--- config.mk ---
export PLATFORM = sky130hd
export DESIGN_NAME = m_console_tx_sink
export DESIGN_NICKNAME = d
export VERILOG_FILES = /design/src/rtl/m_console_tx_sink.sv
export SDC_FILE = /design/constraint.sdc
export NUM_CORES = 1
export LEC_CHECK = 0
export ABC_AREA = 1
export CAP_MARGIN = 20
export CORE_MARGIN = 5
export CORE_UTILIZATION = 45
export DETAILED_ROUTE_END_ITERATION = 10
export PLACE_DENSITY_LB_ADDON = 0.12
export SETUP_SLACK_MARGIN = 0.2
export SLEW_MARGIN = 20
export SYNTH_ARGS = -nofsm -noshare
export SYNTH_HDL_FRONTEND = slang
export SYNTH_SLANG_ARGS = --single-unit
--- constraint.sdc ---
create_clock -name CLK -period 2.1 [get_ports CLK]
set_input_delay 0.42 -clock CLK [delete_from_list [all_inputs] [get_ports CLK]]
set_output_delay 0.42 -clock CLK [all_outputs]
set_load 0.005 [all_outputs]
--- src/rtl/m_console_tx_sink.sv ---
// Console TX sink: captures MMU writes to TX_ADDR into a byte FIFO and
// serializes them on w_txd as 8N1 frames, LSB first.
//
// state   | meaning
// S_IDLE  | line high, waiting for a FIFO byte
// S_START | start bit (low) for CLKS_PER_BIT cycles
// S_DATA  | eight data bits, LSB first
// S_STOP  | stop bit (high) for CLKS_PER_BIT cycles
module m_console_tx_sink #(
   parameter logic [31:0] TX_ADDR      = 32'h4000_0000,
   parameter int          FIFO_DEPTH   = 16,
   parameter int          CLKS_PER_BIT = 16
) (
   input  logic                          CLK,
   input  logic                          RST,
   input  logic [31:0]                   w_mem_paddr,
   input  logic                          w_mem_we,
   input  logic [31:0]                   w_mem_wdata,
   output logic                          w_tx_ready,
   output logic                          w_txd,
   output logic                          w_tx_busy,
   output logic [$clog2(FIFO_DEPTH):0]   w_fifo_count,
   output logic                          w_overflow
);
   localparam int AW = $clog2(FIFO_DEPTH);
   localparam int CW = AW + 1;
   localparam int TW = $clog2(CLKS_PER_BIT);
   localparam logic [TW-1:0] TMR_RELOAD = TW'(CLKS_PER_BIT - 1);
   localparam logic [CW-1:0] FULL       = CW'(FIFO_DEPTH);

   typedef enum logic [1:0] {S_IDLE, S_START, S_DATA, S_STOP} state_t;

   state_t          state_q, state_d;
   logic [7:0]      mem_q [FIFO_DEPTH];
   logic [AW-1:0]   wr_ptr_q, wr_ptr_d, rd_ptr_q, rd_ptr_d;
   logic [CW-1:0]   count_q, count_d;
   logic [7:0]      shift_q, shift_d;
   logic [2:0]      bit_q, bit_d;
   logic [TW-1:0]   tmr_q, tmr_d;
   logic            txd_q, txd_d;
   logic            busy_q, busy_d;
   logic            ovf_q, ovf_d;
   logic            addr_hit, push, pop, tmr_done;
   logic            unused_wdata;

   assign unused_wdata = ^w_mem_wdata[31:8];

   assign addr_hit   = w_mem_we && (w_mem_paddr == TX_ADDR);
   assign w_tx_ready = (count_q != FULL);
   assign push       = addr_hit && w_tx_ready;
   assign pop        = (state_q == S_IDLE) && (count_q != '0);
   assign tmr_done   = (tmr_q == '0);

   always_comb begin
      wr_ptr_d = wr_ptr_q;
      rd_ptr_d = rd_ptr_q;
      count_d  = count_q;
      state_d  = state_q;
      shift_d  = shift_q;
      bit_d    = bit_q;
      tmr_d    = tmr_q;
      txd_d    = txd_q;
      ovf_d    = ovf_q | (addr_hit & ~w_tx_ready);

      if (push) wr_ptr_d = wr_ptr_q + 1'b1;
      if (pop)  rd_ptr_d = rd_ptr_q + 1'b1;
      case ({push, pop})
         2'b10:   count_d = count_q + 1'b1;
         2'b01:   count_d = count_q - 1'b1;
         default: count_d = count_q;
      endcase

      case (state_q)
         S_IDLE: begin
            if (pop) begin
               state_d = S_START;
               shift_d = mem_q[rd_ptr_q];
               tmr_d   = TMR_RELOAD;
               txd_d   = 1'b0;
            end
         end
         S_START: begin
            if (tmr_done) begin
               state_d = S_DATA;
               bit_d   = '0;
               tmr_d   = TMR_RELOAD;
               txd_d   = shift_q[0];
            end else begin
               tmr_d = tmr_q - 1'b1;
            end
         end
         S_DATA: begin
            if (tmr_done) begin
               tmr_d = TMR_RELOAD;
               if (bit_q == 3'd7) begin
                  state_d = S_STOP;
                  txd_d   = 1'b1;
               end else begin
                  // shift_q[0] is always the bit currently on the line
                  bit_d   = bit_q + 1'b1;
                  shift_d = {1'b0, shift_q[7:1]};
                  txd_d   = shift_q[1];
               end
            end else begin
               tmr_d = tmr_q - 1'b1;
            end
         end
         S_STOP: begin
            if (tmr_done) begin
               state_d = S_IDLE;
               txd_d   = 1'b1;
            end else begin
               tmr_d = tmr_q - 1'b1;
            end
         end
         default: begin
            state_d = S_IDLE;
            txd_d   = 1'b1;
         end
      endcase

      busy_d = (state_d != S_IDLE);
   end

   always_ff @(posedge CLK or posedge RST) begin
      if (RST) begin
         state_q  <= S_IDLE;
         wr_ptr_q <= '0;
         rd_ptr_q <= '0;
         count_q  <= '0;
         shift_q  <= '0;
         bit_q    <= '0;
         tmr_q    <= '0;
         txd_q    <= 1'b1;
         busy_q   <= 1'b0;
         ovf_q    <= 1'b0;
      end else begin
         state_q  <= state_d;
         wr_ptr_q <= wr_ptr_d;
         rd_ptr_q <= rd_ptr_d;
         count_q  <= count_d;
         shift_q  <= shift_d;
         bit_q    <= bit_d;
         tmr_q    <= tmr_d;
         txd_q    <= txd_d;
         busy_q   <= busy_d;
         ovf_q    <= ovf_d;
      end
   end

   // Storage needs no reset: pointers and count define validity.
   always_ff @(posedge CLK) begin
      if (push) mem_q[wr_ptr_q] <= w_mem_wdata[7:0];
   end

   assign w_txd        = txd_q;
   assign w_tx_busy    = busy_q;
   assign w_fifo_count = count_q;
   assign w_overflow   = ovf_q;
endmodule

# Word level (Yosys, flattened, before mapping)
# Memories as Yosys holds them, arrays and structs flattened.
# Cells that the tools add are included.
dict set report totals {
  out_inout_bits 9
  in_bits 67
  register_bits 33
  memories 1
  ram_bits 128
}
dict set report op_classes {
  reduce_logical 15
  mux 27
  eq_ne 14
  bitwise 3
  addsub 6
}
# name depth word_bits read_ports rd_clocked_by_memory_dff write_ports line_no
set mem_list {}
lappend mem_list {mem_q 16 8 1 0 1 34} ;# logic [7:0] mem_q [FIFO_DEPTH];
# op count
set op_table {}
lappend op_table {{equality test 32 x 31 -> 1 bit, second input constant} 1}
lappend op_table {{two-way mux 8 bit} 3}
lappend op_table {{one-hot mux 8 bit (2 select lines)} 1}
lappend op_table {{two-way mux 4 bit} 3}
lappend op_table {{inequality test 2 bit, second input constant} 6}
lappend op_table {{one-hot mux 4 bit (3 select lines)} 1}
lappend op_table {{AND reduction 4 bit} 3}
lappend op_table {{two-way mux 2 bit} 5}
lappend op_table {{one-hot mux 5 bit (2 select lines)} 1}
lappend op_table {{two-way mux 3 bit} 3}
lappend op_table {{adder 4 x 1 -> 4 bit, second input constant} 2}
lappend op_table {{one-hot mux 2 bit (4 select lines)} 1}
lappend op_table {{nonzero test 2 bit} 4}
lappend op_table {{two-way mux 1 bit} 7}
lappend op_table {{equality test 2 bit, second input constant} 3}
lappend op_table {{one-hot mux 3 bit (2 select lines)} 1}
lappend op_table {{adder 5 x 1 -> 5 bit, second input constant} 1}
lappend op_table {{inequality test 5 bit, second input constant} 1}
lappend op_table {{nonzero test 5 bit} 1}
lappend op_table {{subtractor 5 x 1 -> 5 bit, second input constant} 1}
lappend op_table {{equality test 2 x 1 -> 1 bit, second input constant} 2}
lappend op_table {{logical NOT 4 bit} 1}
lappend op_table {{one-hot mux 1 bit (4 select lines)} 1}
lappend op_table {{subtractor 4 x 1 -> 4 bit, second input constant} 1}
lappend op_table {{9 further kinds} 11}

# Depth between registers and ports, before layout
# Gate-level depths: netlist (run 1).
dict set report depth {
  depth_word 5
  ltp_mapped 16
  mapped_depth_nobuf 16
}

# Worst setup path after synthesis (run 1)
# No wires, ideal clock.
dict set report synth_timing {
  kind {input port to flip-flop}
  start {in w_mem_paddr[27]}
  end {reg count_q[4] (netlist: w_fifo_count[4])}
  stages 16
  setup_time_ns 0.116
  slack_ns -0.095
  arrival_time_ns 2.079
  cell_sequence {nor2_1 -> nand3_1 -> nor2_1 -> nand2_1 -> nor2_2 -> nand2_2 -> ha_1 -> xor2_1 -> ha_1 -> inv_1 -> nand2_1 -> nand3_2 -> nand2_1 -> xor2_1 -> nand2_1 -> nand2_1}
}
dict set report synth_via {
  elab_chain_len 5
  elab_cells_between_ends 7
  cone_classes {eq/ne (3); mux (1); reduce/logical (3)}
}
# item line_no
set synth_rtl {}
lappend synth_rtl {{from (decl)} 16} ;# input logic [31:0] w_mem_paddr,
lappend synth_rtl {{equality test 32 x 31 -> 1 bit *} 48} ;# assign addr_hit = w_mem_we && (w_mem_paddr == TX_ADDR);
lappend synth_rtl {{logical AND 1 bit *} 48}
lappend synth_rtl {{logical AND 1 bit *} 50} ;# assign push = addr_hit && w_tx_ready;
lappend synth_rtl {{equality test 2 x 1 -> 1 bit or equality test 2 bit (tied branches)} 67} ;# case ({push, pop})
lappend synth_rtl {{one-hot mux 5 bit (2 select lines) or nonzero test 2 bit (tied branches)} --}
lappend synth_rtl {{to (signal assigned)} 141} ;# count_q <= count_d;
lappend synth_rtl {{to (decl)} 36} ;# logic [CW-1:0] count_q, count_d;
# Every way passes the cells marked *; elsewhere a longest branch is shown, timed or not.
# A chain may end at the register's enable or synchronous reset.

# Worst setup path after layout (run 1)
dict set report layout_timing {
  start {reg state_q[0]}
  end {reg count_q[4] (netlist: w_fifo_count[4])}
}
dict set report layout_via {
  elab_chain_len 4
  elab_cells_between_ends 6
  cone_classes {eq/ne (2); mux (1); reduce/logical (3)}
}
# item line_no
set layout_rtl {}
lappend layout_rtl {{from (decl)} 33} ;# state_t state_q, state_d;
lappend layout_rtl {{from (signal assigned)} 138} ;# state_q <= state_d;
lappend layout_rtl {{logical NOT 2 bit *} 51} ;# assign pop = (state_q == S_IDLE) && (count_q != '0);
lappend layout_rtl {{logical AND 1 bit *} 51}
lappend layout_rtl {{via pop} 43} ;# logic addr_hit, push, pop, tmr_done;
lappend layout_rtl {{equality test 2 x 1 -> 1 bit or equality test 2 bit (tied branches)} 67}
lappend layout_rtl {{one-hot mux 5 bit (2 select lines) or nonzero test 2 bit (tied branches)} --}
# The timed path passes the listed nets; every way through them passes the cells marked *.

==> results.cfg, run 1 <==
[pwr]
power.density_mw_per_mm2 = 677
ir_worst_vdd_uv = 563
p_clk_share_pct = 44.5
swShare_pct = 21.3
p_int_mw = 5.21
power_leakage_nw = 4.36
p_comb_share_pct = 3.5
power.switching_mw = 1.41
seqPwrFrac_pct = 52.0

[global_routing]
grt_antenna_before_repair = 0
grt_util_met2_pct = 30.6
grt_pass1_wl_um = 28500
grt_max_degree = 39
met3_usage_pct = 4.12
grt_pass1_vias = 5619
top_usage_layer = met2
grtUsageTotal_pct = 18.7
grt_remaining_overflow = 0
use_met1_pct = 24.4

[worst_setup_path]
required_ns = 2.47
cp-start-kind = flop
critPathKind = flop to flop
endpoint_kind = flop
regToRegEndpoint = w_fifo_count[4]
r2r_slack_ns = 0.13
arrival_ns = 2.33
r2r-start = state_q[0]
r2r_cells = 14
cp_max_fo = 3

[worst_hold_path]
hold_path_class = input pin to async pin

[synthesis]
syn-mean-instance-area_um2 = 9.57
yosysSeqAreaShare_pct = 61.2
ys_types = 34
ys_ff_latch = 161
synth_area_mm2 = 0.00763
synthesis.nets = 881
synthCells = 798
ys_warn_count = 0

[sta]
tightest_slew_ns = 0.693
final_hold_viol_count = 0
period_needed_ns = 1.97
slew_headroom_pct = 53.7
min_period_over_period_pct = 93.7
finClkSkew_ns = 0.00750
final.setup.worst_slack_ns = 0.133
rsz0062_at_grt = true
fin_tns_setup_ns = 0
setup_viol = 0
fmax_ghz = 0.508
slew_violations = 0

[placed_design]
post_dp_cell_area_mm2 = 0.00877
port_buffers = 51
dpl.hpwl_um = 11500
dp_slack_ns = -0.555
place.gp.congestion = 0.860

[die]
rows = 47
die_area_mm2 = 0.0197
dieHeight_um = 140
io_pins = 76
initial_core_util_pct = 45.9
coreArea_mm2 = 0.0166
dieWidth_um = 140

[detailed_routing]
route.final.wire_length_um = 18100
drtAntennaViolNets = 0
vias_per_cell = 4.88
vias = 5744
wl_per_cell_um = 15.4
drt_iter0_drc = 399
firstDrtPassIters = 4
remaining_drc_errors = 0

[clocking]
clkSinkCount = 161
htree_levels = 4
cts_hold_buf = 0
cts_tree = done
clockRootBuffer = clkbuf_16
clk_latency_ns = 0.43
clkSlewWorstSetupHoldPaths_ns = 0.06
numCtsBuffers = 17
clockBufferDepth = 2

[final_layout]
antenna_cells = 0
area_growth_pct = 28.0
n_fill_cell = 1381
nets = 1027
final_cell_area_mm2 = 0.00977
drive_gt1_share_pct = 20.8

[job]
drv_cap = 0

[run_status]
status = finished clean
## Yosys cell counts, drive strengths merged
| cell type | count | area, um^2 |
|---|---|---|
| edfxtp | 128 | 3840 |
| nand3b | 1 | 7.51 |
| nand4 | 9 | 71.3 |
| nand2 | 260 | 1010 |
| ha | 16 | 200 |
| clkbuf | 4 | 15.0 |
| nand3 | 96 | 495 |
| nor3 | 2 | 15.0 |
| buf | 24 | 148 |
| a21oi | 10 | 50.1 |
| xor2 | 10 | 95.1 |
| inv | 98 | 370 |
| xnor2 | 2 | 17.5 |
| o21bai | 2 | 15.0 |
| dfrtp | 32 | 801 |
| dfstp | 1 | 26.3 |
| a21boi | 1 | 7.51 |
| o211ai | 6 | 45.0 |
| clkinv | 3 | 16.3 |
| nor2 | 72 | 278 |
| o21ai | 21 | 105 |
## layout make-up
| class | count | area [um^2] | share of cell area, % |
|---|---|---|---|
| clock inverter | 15 | 134 | 1.37 |
| multi-input combinational | 508 | 2560 | 26.2 |
| tap | 220 | 275 | 2.82 |
| sequential | 161 | 4670 | 47.8 |
| clock buffer | 17 | 425 | 4.35 |
| timing repair buffer | 155 | 1310 | 13.4 |
| inverter | 101 | 387 | 3.96 |
## cells in the final DEF (no fill, tap or decap), drive strengths merged
cell / count
buf: 105
o21bai: 2
clkinvlp: 2
a21oi: 10
nand2: 260
clkdlybuf4s15: 14
ha: 16
dlygate4sd2: 18
xor2: 10
dfstp: 1
nand4: 9
dlymetal6s2s: 2
o211ai: 6
clkbuf: 19
nor2: 72
inv: 102
nand3b: 1
edfxtp: 128
o21ai: 21
xnor2: 2
clkinv: 11
nor3: 2
nand3: 96
a21boi: 1
clkdlybuf4s50: 14
bufinv: 1
dfrtp: 32
## repair_timing
item | CTS | global route
pin swaps | 36 | 37
resized for setup | 51 | 43
buffers inserted | 41 | 6
hold endpoints to repair | 0 | 0
setup endpoints to repair | 119 | 21
## critical path: stages, from the launching register on
cell and delay [ns]:
dfrtp_1 0.39, inv_1 0.09, ha_2 0.19, nand2_1 0.09
inv_2 0.10, ha_4 0.17, xor2_2 0.17, ha_2 0.20
inv_2 0.03, nand2_2 0.07, nand3_2 0.08, nand2_2 0.07
xor2_1 0.14, nand2_1 0.06, nand2_1 0.06
## per-layer routing
metal	wire (um)	part of all wire, %	up-vias
met4	380	2.1	0
li1	-	-	2887
met2	8900	49	121
met3	707	3.9	28
met1	8090	45	2708
met5	0	0	-
## state kept, by name (all words and copies together), names as in the netlist
signal / count
bit_q: 3
w_tx_busy: 1
w_fifo_count: 5
rd_ptr_q: 4
w_overflow: 1
tmr_q: 4
wr_ptr_q: 4
w_txd: 1
state_q: 2
shift_q: 8
mem_q: 128
## power groups by stage
stage,sequential (mW),clock (mW),combinational (mW)
3_3_place_gp,3.51,0,0.184
2_1_floorplan,3.51,0,0.0280
3_5_place_dp,3.51,0,0.188
6_report,3.44,2.95,0.229
4_1_cts,3.44,3.00,0.213
5_1_grt,3.44,3.14,0.246
## cells by family after synthesis
family,share of synthesized area (%)
buf+inv,7.20
fa+ha+maj,2.62
xor+xnor,1.48
simple gates,24.6
compound gates,2.92
flops,61.2
## worst max path at each step
stage | startpoint | depth (start not counted) | end
detailed placement | w_mem_paddr[7] | 17 | w_fifo_count[4]
finish | state_q[0] | 14 | w_fifo_count[4]
global route | w_mem_paddr[27] | 17 | w_fifo_count[4]
global placement | w_mem_paddr[7] | 17 | w_fifo_count[4]
CTS | w_fifo_count[3] | 14 | w_fifo_count[4]
floorplan | w_mem_paddr[7] | 16 | w_fifo_count[4]
## metrics by stage
step | std cells | util (%) | hold slack (ns) | power, mW
after floorplan | 798 | - | 0.449 | 3.54
after global placement | 1098 | 52.7 | 0.462 | 3.69
after detailed placement | 1098 | 52.7 | 0.462 | 3.70
after CTS | 1171 | 57.8 | 0.399 | 6.66
after global routing | 1177 | 58.7 | 0.436 | 6.83
final | 1177 | 58.7 | 0.393 | 6.62
Power figures use the tool's default switching activity.
==> run 2: changes to the inputs <==
--- a/config.mk
+++ b/config.mk
@@ -9,6 +9,7 @@
 export CAP_MARGIN = 20
 export CORE_MARGIN = 5
 export CORE_UTILIZATION = 45
+export CTS_BUF_LIST = sky130_fd_sc_hd__clkbuf_16
 export DETAILED_ROUTE_END_ITERATION = 10
 export PLACE_DENSITY_LB_ADDON = 0.12
 export SETUP_SLACK_MARGIN = 0.2
==> results of run 2 <==
Final layout, timing and power as in run 1 (identical DEF).
